`src/rtl/timer_pkg.sv`:
```
// Shared types and constants for the timer control slice.
package timer_pkg;

  localparam int unsigned DIV_MAX = 8;

  localparam logic [1:0] SEL_NONE = 2'b00;
  localparam logic [1:0] SEL_LO   = 2'b01;
  localparam logic [1:0] SEL_HI   = 2'b10;

  typedef enum logic [1:0] {
    IDLE  = 2'd0,
    WR_LO = 2'd1,
    WR_HI = 2'd2
  } state_t;

endpackage

```
`src/rtl/timer_prescaler.sv`:
```
// Power-of-two prescaler: raises tick on the active cycle in which the count
// has reached 2^min(div_val, DIV_MAX) - 1.
module timer_prescaler #(
  parameter int unsigned DIV_MAX = 8
) (
  input  logic       clk,
  input  logic       rst,
  input  logic       active,
  input  logic       clr,
  input  logic       div_en,
  input  logic [3:0] div_val,
  output logic       tick
);

  logic [7:0] count;
  logic [3:0] exp_eff;
  logic [8:0] limit;
  logic       at_limit;

  // Compare with >= so a shrinking div_val mid-period fires straight away.
  always_comb begin
    exp_eff  = (32'(div_val) > DIV_MAX) ? 4'(DIV_MAX) : div_val;
    limit    = (9'd1 << exp_eff) - 9'd1;
    at_limit = ({1'b0, count} >= limit);
    tick     = active && (!div_en || at_limit);
  end

  always_ff @(posedge clk or posedge rst) begin
    if (rst) begin
      count <= '0;
    end else if (clr || !div_en) begin
      count <= '0;
    end else if (active) begin
      count <= at_limit ? '0 : count + 8'd1;
    end
  end

endmodule

```
`src/rtl/timer_ctrl.sv`:
```
// Timer control sequencer: prescaled count enable, clear strobe, two-beat
// 64-bit load, debug halt and sticky compare-match interrupt.
module timer_ctrl #(
  parameter int unsigned CNT_W   = 64,
  parameter int unsigned DATA_W  = 32,
  parameter int unsigned DIV_MAX = timer_pkg::DIV_MAX
) (
  input  logic              sys_clk,
  input  logic              sys_rst,
  input  logic              timer_en,
  input  logic              div_en,
  input  logic [3:0]        div_val,
  input  logic              dbg_mode,
  input  logic              halt_req,
  input  logic              clear_req,
  input  logic              load_req,
  input  logic [CNT_W-1:0]  load_data,
  input  logic [CNT_W-1:0]  cnt_val,
  input  logic [CNT_W-1:0]  cmp_val,
  input  logic              int_en,
  input  logic              int_clr,
  output logic              cnt_en,
  output logic              counter_clear,
  output logic [DATA_W-1:0] counter_write_data,
  output logic [1:0]        counter_write_sel,
  output logic              load_busy,
  output logic              load_done,
  output logic              halt_ack,
  output logic              int_st,
  output logic              tim_int
);

  import timer_pkg::*;

  state_t             state, next_state;
  logic [CNT_W-1:0]   hold, hold_d;
  logic               halted;
  logic               halt_d;
  logic               load_start;
  logic               active;
  logic               tick;
  logic [1:0]         sel_d;
  logic [DATA_W-1:0]  data_d;
  logic               busy_d;
  logic               done_d;
  logic               int_d;

  always_ff @(posedge sys_clk or posedge sys_rst) begin
    if (sys_rst) state <= IDLE;
    else         state <= next_state;
  end

  always_comb begin
    next_state = state;
    if (clear_req) begin
      next_state = IDLE;
    end else begin
      unique case (state)
        IDLE:    if (load_req) next_state = WR_LO;
        WR_LO:   next_state = WR_HI;
        WR_HI:   next_state = IDLE;
        default: next_state = IDLE;
      endcase
    end
  end

  // Outputs are decoded from next_state so the write beats land in the same
  // cycle the FSM enters WR_LO/WR_HI; halt_d (not the halted flop) gates
  // counting so cnt_en is never high alongside halt_ack.
  always_comb begin
    load_start = (state == IDLE) && load_req && !clear_req;
    halt_d     = halt_req && dbg_mode;
    active     = timer_en && !halt_d && (state == IDLE) && !load_start && !clear_req;
    hold_d     = load_start ? load_data : hold;
    sel_d      = SEL_NONE;
    data_d     = '0;
    busy_d     = 1'b0;
    unique case (next_state)
      WR_LO: begin
        sel_d  = SEL_LO;
        data_d = hold_d[DATA_W-1:0];
        busy_d = 1'b1;
      end
      WR_HI: begin
        sel_d  = SEL_HI;
        data_d = hold_d[CNT_W-1:DATA_W];
        busy_d = 1'b1;
      end
      default: ;
    endcase
    done_d = (state == WR_HI) && !clear_req;
    int_d  = (cnt_val == cmp_val) || (int_st && !int_clr);
  end

  timer_prescaler #(
    .DIV_MAX (DIV_MAX)
  ) u_presc (
    .clk     (sys_clk),
    .rst     (sys_rst),
    .active  (active),
    .clr     (clear_req || !timer_en),
    .div_en  (div_en),
    .div_val (div_val),
    .tick    (tick)
  );

  always_ff @(posedge sys_clk or posedge sys_rst) begin
    if (sys_rst) begin
      hold               <= '0;
      halted             <= 1'b0;
      cnt_en             <= 1'b0;
      counter_clear      <= 1'b0;
      counter_write_data <= '0;
      counter_write_sel  <= SEL_NONE;
      load_busy          <= 1'b0;
      load_done          <= 1'b0;
      int_st             <= 1'b0;
      tim_int            <= 1'b0;
    end else begin
      hold               <= hold_d;
      halted             <= halt_d;
      cnt_en             <= tick;
      counter_clear      <= clear_req;
      counter_write_data <= data_d;
      counter_write_sel  <= sel_d;
      load_busy          <= busy_d;
      load_done          <= done_d;
      int_st             <= int_d;
      tim_int            <= int_d && int_en;
    end
  end

  assign halt_ack = halted;

endmodule

```
`config.mk`:
```
export PLATFORM = sky130hd
export DESIGN_NAME = timer_ctrl
export DESIGN_NICKNAME = d
export VERILOG_FILES = /design/src/rtl/timer_pkg.sv /design/src/rtl/timer_prescaler.sv /design/src/rtl/timer_ctrl.sv
export SDC_FILE = /design/constraint.sdc
export NUM_CORES = 1
export LEC_CHECK = 0
export CORE_MARGIN = 2
export CORE_UTILIZATION = 43
export DETAILED_ROUTE_END_ITERATION = 16
export PLACE_DENSITY = 0.78
export SLEW_MARGIN = 5
export SYNTH_ARGS = -nofsm -noshare
export SYNTH_HDL_FRONTEND = slang
export SYNTH_SLANG_ARGS = --single-unit
```
`constraint.sdc`:
```
create_clock -name sys_clk -period 4.7 [get_ports sys_clk]
set_input_delay 0.94 -clock sys_clk [delete_from_list [all_inputs] [get_ports sys_clk]]
set_output_delay 0.94 -clock sys_clk [all_outputs]
set_load 0.02 [all_outputs]
```
==> results of run 1 <==
==> state kept, by name, summed over array words and instances (netlist names), 2 cells and up <==
name and flops:
counter_write_data 32, counter_write_sel 2, hold 64, state 2, u_presc.count 8
==> layout make-up <==
cell class / count / area, µm²
fill: 963 / 3920
sequential: 115 / 2880
multi-input combinational: 296 / 2590
timing repair buffer: 250 / 2490
clock buffer: 19 / 443
tap: 172 / 215
clock inverter: 13 / 128
inverter: 13 / 51.3
==> critical path, stage by stage <==
cell and delay (ns):
clkdlybuf4s50_1 0.51, nor2_1 0.20, nand3_1 0.11, ha_1 0.26, nor3_1 0.15, a21oi_1 0.06, o21a_1 0.17, ha_1 0.29
a21oi_1 0.13, o22ai_1 0.10, nor3_1 0.15, o31a_1 0.33, nand2_1 0.20, o22ai_1 0.21
==> worst max path at each step <==
stage / start / to / slack, ns / cells after the start
after global routing: div_val[2] / u_presc.count[3] / 1.03 / 14
after detailed placement: div_val[2] / u_presc.count[4] / 0.88 / 14
after CTS: div_val[2] / u_presc.count[4] / 1.31 / 14
final: div_val[2] / u_presc.count[3] / 1.22 / 14
after global placement: div_val[2] / u_presc.count[3] / 1.04 / 14
after floorplan: sys_rst / cnt_en / 0.72 / 1
==> cell families (layout without fill, tap and decap cells) <==
family,count (synthesis),count (layout)
flops,115,115
simple gates,95,95
xor+xnor,67,67
mux,66,66
compound gates,55,55
buf+inv,31,295
fa+ha+maj,13,13
==> metrics by stage <==
step	util	power, mW	instance area [µm²]
detailed placement	0.647	1.76	8230
global placement	0.647	1.74	8230
finish	0.692	2.95	8800
CTS	0.692	2.99	8800
floorplan	-	1.49	5670
global route	0.692	3.08	8800
==> where the power goes <==
| group | switching [mW] | internal (mW) |
|---|---|---|
| Clock | 0.464 | 0.748 |
| Combinational | 0.227 | 0.367 |
| Sequential | 0.0360 | 1.11 |
==> cell usage after synthesis (4+ instances only) <==
cell type,n
nor2_2,13
mux2_1,4
mux2_4,38
a22oi_2,11
nand3_1,8
ha_1,13
clkbuf_1,5
dfrtp_1,115
a21oi_1,7
nor4_1,4
mux2_2,22
buf_2,6
nand2_1,10
nand4_1,18
inv_1,13
nor2_1,30
xnor2_1,65
a22oi_1,21
==> per-layer routing <==
metal,vias to the layer above,part of all wire,track usage
li1,2061,-,-
met1,2101,0.37,0.240
met2,160,0.55,0.405
met3,28,0.055,0.0555
met4,0,0.024,0.0833
met5,-,0,0
==> metrics.md, run 1 <==
| Metric | Value |
|---|---|
| Outcome | finished, final reports clean |
| Simple-gate share of the synthesized area | 0.0885 |
| Die Width | 119 µm |
| Part of the Yosys area used for sequential elements | 0.508 |
| # DRC | 0 |
| Avg WL per Cell | 17.1 µm |
| FF+latch count, synth | 115 |
| Yosys top cell by area | dfrtp_1 |
| Worst Hold Depth | 1 |
| Hold_buf cts | 0 |
| Worst VDD drop | approximately 0.28 mV |
| Top cells by area, synth | dfrtp_1 51%, mux2_4 10%, xnor2_1 10%, mux2_2 4.4%, ha_1 2.9% |
| CTS Buf Count | 17 |
| Arrival time at the worst endpoint | 3.80 ns |
| Die outline area | 14100 µm² |
| Area growth syn-to-layout | 55.3% |
| Crit path required time | about 5 ns |
| Routability congestion estimate | approximately 0.86 |
| Worst min path class | flop to flop |
| Synth unique cells | 41 |
| Router iterations before antenna repair | 4 |
| Std-Cell Rows | slightly above 40 |
| Worst r2r dst | counter_write_data[8] |
| Share of cells above drive strength 1 | 0.176 |
| FF-to-FF setup slack | between 2 and 2.5 ns |
| Post-DP HPWL | ~11000 µm |
| I/O Buffers | 246 |
| HP Start | hold[41] |
| Worst-margin pin slew | about 0.94 ns |
| Fin. Hold Viols | 0 |
| Setup tns final | 0 ns |
| Synth top area share | 0.508 |
| Syn Inst Count | roughly 440 |
| Largest net degree at the start of global routing | 68 |
| Setup CP Type | input port to flop |
| Commonest non-fill, non-tap cell in the layout | clkdlybuf4s50_1 |
| FF-to-FF path depth | 5 |
| Crit path launch type | input port |
| Tot GR Track Use | 0.220 |
| Destination of the worst hold path | hold[41] |
| Cell Area, Synth | about 5700 µm² |
| F_max | approximately 290 MHz |
| Synth Area in Adders | 0.0287 |
| Via density | ~5.0 |
| Global-route wire length before repair | roughly 24000 µm |
| Layout Skew | between 0.009 and 0.01 ns |
| WHS | 0.487 ns |
| Synth warnings | 0 |
| Pre-CTS WS | roughly 0.88 ns |
| Power Density | 336 nW/µm² |
| Asr flop ratio synth | 1.00 |
| Total gr overflow | 0 |
| RSZ-0062 raised after global routing | false |
| Tcrit/Tclk final | 0.740 |
| H-tree levels | 4 |
| Top-Level Pins | roughly 250 |
| Max_cap viols | 0 |
| Root Driver | clkbuf_16 |
| Leak pwr | about 3.6 nW |
| Dominant synthesized flop cell | dfrtp_1 |
| Core Footprint | 12700 µm² |
| Post-Synth XOR/XNOR Area | 0.104 |
| Mux cell area share after synthesis | 0.156 |
| Remaining antenna violation count after routing | 0 |
| Post-Route WL | 15000 µm |
| Post-cts sizing count | 0 |
| Antenna Diode Count | 0 |
| Relative slew margins | 0.376 |
| Post-synth EDFFs | 0 |
| Worst-Skew Late Latency | around 0.41 ns |
| Die Ht | between 100 and 150 µm |
| CTS tree | done |
| Final setup fails | 0 |
| Syn_nets | about 660 |
| Sink Count | 115 |
| Largest family of logic cells by synthesized area | multiplexers |
| Initial DRC Count | 248 |
| Crit. End Element | flop |
| Mean post-synth cell area | 12.8 µm² |
| Final Worst Setup Slack | around 1.2 ns |
| Worst reg2reg startpoint | state[0] |
| Post-CTS Setup Bufs | 0 |
| Most frequent cells in the layout | 246 x clkdlybuf4s50_1, 115 x dfrtp_1, 65 x xnor2_1 |
| Vias in the first global route | ~4800 |
| Final Non-Filler Cells | ~900 |
| Placed cells | 846 |
| Clock tree buffer depth | 2 |
| Nets | roughly 910 |
| Initial antenna violation count | 0 |
| Slew Limit Fails | 0 |
| Fin crit period | ~3.5 ns |
| Crit-path max FO | 8 |
| Post-synthesis compound-gate area fraction | 0.0804 |
| Starting Density | 0.445 |
| Routed via count | 4350 |
| Clock transition at path regs | ~0.050 ns |
Note: power is estimated with default switching activity, not from simulation.
==> run 2: changes to the inputs <==
Clock period 4.7 ns to 3.6 ns, I/O delays scaled along.
==> metrics.md, run 2 (synthesis results as in run 1) <==
| Metric | Value |
|---|---|
| Outcome | finished, final reports clean |
| Tcrit/Tclk final | 0.907 |
| Biggest regs | hold (64), counter_write_data (32), u_presc.count (8) |
| Die Width | between 100 and 150 µm |
| FF-to-FF setup slack | 1.51 ns |
| Largest net degree at the start of global routing | 116 |
| Top-Level Pins | approximately 250 |
| Router iterations before antenna repair | 4 |
| Remaining antenna violation count after routing | 0 |
| FF-to-FF path depth | 5 |
| Share of cells above drive strength 1 | 0.177 |
| Worst-Skew Late Latency | about 0.41 ns |
| Starting Density | 0.445 |
| Worst setup startpoint | div_val[1] |
| Initial DRC Count | about 300 |
| Worst VDD drop | between 0.3 and 0.4 mV |
| Post-Route WL | around 16000 µm |
| Largest Register | hold |
| Clock transition at path regs | approximately 0.050 ns |
| Layout Skew | roughly 0.012 ns |
| Most frequent cells in the layout | 246 x clkdlybuf4s50_1, 115 x dfrtp_1, 65 x xnor2_1 |
| Placed cells | 850 |
| Die outline area | between 10000 and 15000 µm² |
| Worst r2r dst | counter_write_data[18] |
| Clock tree buffer depth | 2 |
| Std-Cell Rows | a little over 40 |
| Area growth syn-to-layout | 57.4% |
| Via density | 4.98 |
| HP Start | hold[51] |
| # DRC | 0 |
| WHS | 0.480 ns |
| Nets | 916 |
| Crit path launch type | input port |
| Fin. Hold Viols | 0 |
| Avg WL per Cell | 18.1 µm |
| Destination of the worst hold path | hold[51] |
| Post-CTS Setup Bufs | 0 |
| Arrival time at the worst endpoint | 3.58 ns |
| Final Non-Filler Cells | between 800 and 900 |
| Placed Area | 8290 µm² |
| Total gr overflow | 0 |
| Crit path required time | just under 4 ns |
| Relative slew margins | 0.427 |
| Worst Hold Depth | 1 |
| Global-route wire length before repair | about 26000 µm |
| Power Density | ~460 nW/µm² |
| Max reg flops | 64 |
| Sink Count | 115 |
| Routed via count | 4398 |
| Setup CP Type | input port to flop |
| Routability congestion estimate | around 0.94 |
| Worst reg2reg startpoint | state[0] |
| Hold_buf cts | 0 |
| Layout Utilization | 0.701 |
| I/O Buffers | roughly 250 |
| Leak pwr | between 3 and 4 nW |
| Crit-path max FO | 8 |
| Root Driver | clkbuf_16 |
| Slew Limit Fails | 0 |
| CTS tree | done |
| Post-DP HPWL | 11800 µm |
| CTS Buf Count | 17 |
| Commonest non-fill, non-tap cell in the layout | clkdlybuf4s50_1 |
| Finished Cell Area | 8920 µm² |
| Fillers | between 900 and 1000 |
| Initial antenna violation count | 0 |
| Post-cts sizing count | 0 |
| Worst min path class | flop to flop |
| Vias in the first global route | ~4800 |
| Tot GR Track Use | 0.235 |
| H-tree levels | 4 |
| Power Total | 4.08 mW |
| Final setup fails | 0 |
| Fin crit period | approximately 3.3 ns |
| Die Ht | 119 µm |
| Core Footprint | approximately 13000 µm² |
| RSZ-0062 raised after global routing | false |
| F_max | between 300 and 400 MHz |
| Worst-margin pin slew | 0.859 ns |
| Max_cap viols | 0 |
| Crit. End Element | flop |
## run 2: final cells by class
type	instances	area (µm²)	area share
Antenna cell	1	2.50	0.000281
Clock buffer	23	478	0.0536
Clock inverter	9	151	0.0170
Inverter	13	52.6	0.00589
Multi-Input combinational cell	296	2590	0.291
Sequential cell	115	2880	0.323
Tap cell	172	215	0.0241
Timing Repair Buffer	254	2550	0.286
## run 2: worst max-delay path, stage by stage
cell,delay (ns)
clkdlybuf4s50_1,0.48
nor2_1,0.20
nand3_1,0.10
ha_1,0.25
nor3_1,0.14
a21oi_1,0.06
o21a_1,0.18
ha_1,0.28
a21oi_1,0.15
o22ai_1,0.10
nor3_1,0.15
o31a_1,0.34
nand2_1,0.19
o22ai_1,0.23
## run 2: routing by layer
layer / part of all wire / global-route usage / routed length (µm) / vias up
li1: - / - / - / 2068
met1: 0.42 / 0.294 / 6720 / 2156
met2: 0.51 / 0.394 / 8130 / 146
met3: 0.051 / 0.0579 / 817 / 28
met4: 0.021 / 0.0856 / 338 / 0
met5: 0 / 0 / 0 / -
## run 2: how the worst max path moves through the flow
stage	end	slack, ns	cells after the start
floorplan	u_presc.count[3]	0.74	14
global placement	u_presc.count[4]	0.15	14
detailed placement	u_presc.count[4]	-0.04	14
CTS	u_presc.count[4]	0.37	14
global route	u_presc.count[4]	0.09	14
finish	u_presc.count[4]	0.33	14
## run 2: power by group
group	leakage [nW]	internal [mW]	switching, mW
combinational	1.86	0.486	0.311
sequential	1.45	1.45	0.0493
clock	0.307	1.21	0.570
total	3.62	3.15	0.930
## run 2: per-stage QoR
step / TNS, ns / worst slack, ns
final: 0 / 0.334
after global placement: 0 / 0.154
after global routing: 0 / 0.0947
after floorplan: 0 / 0.744
after detailed placement: -0.0429 / -0.0429
after CTS: 0 / 0.366
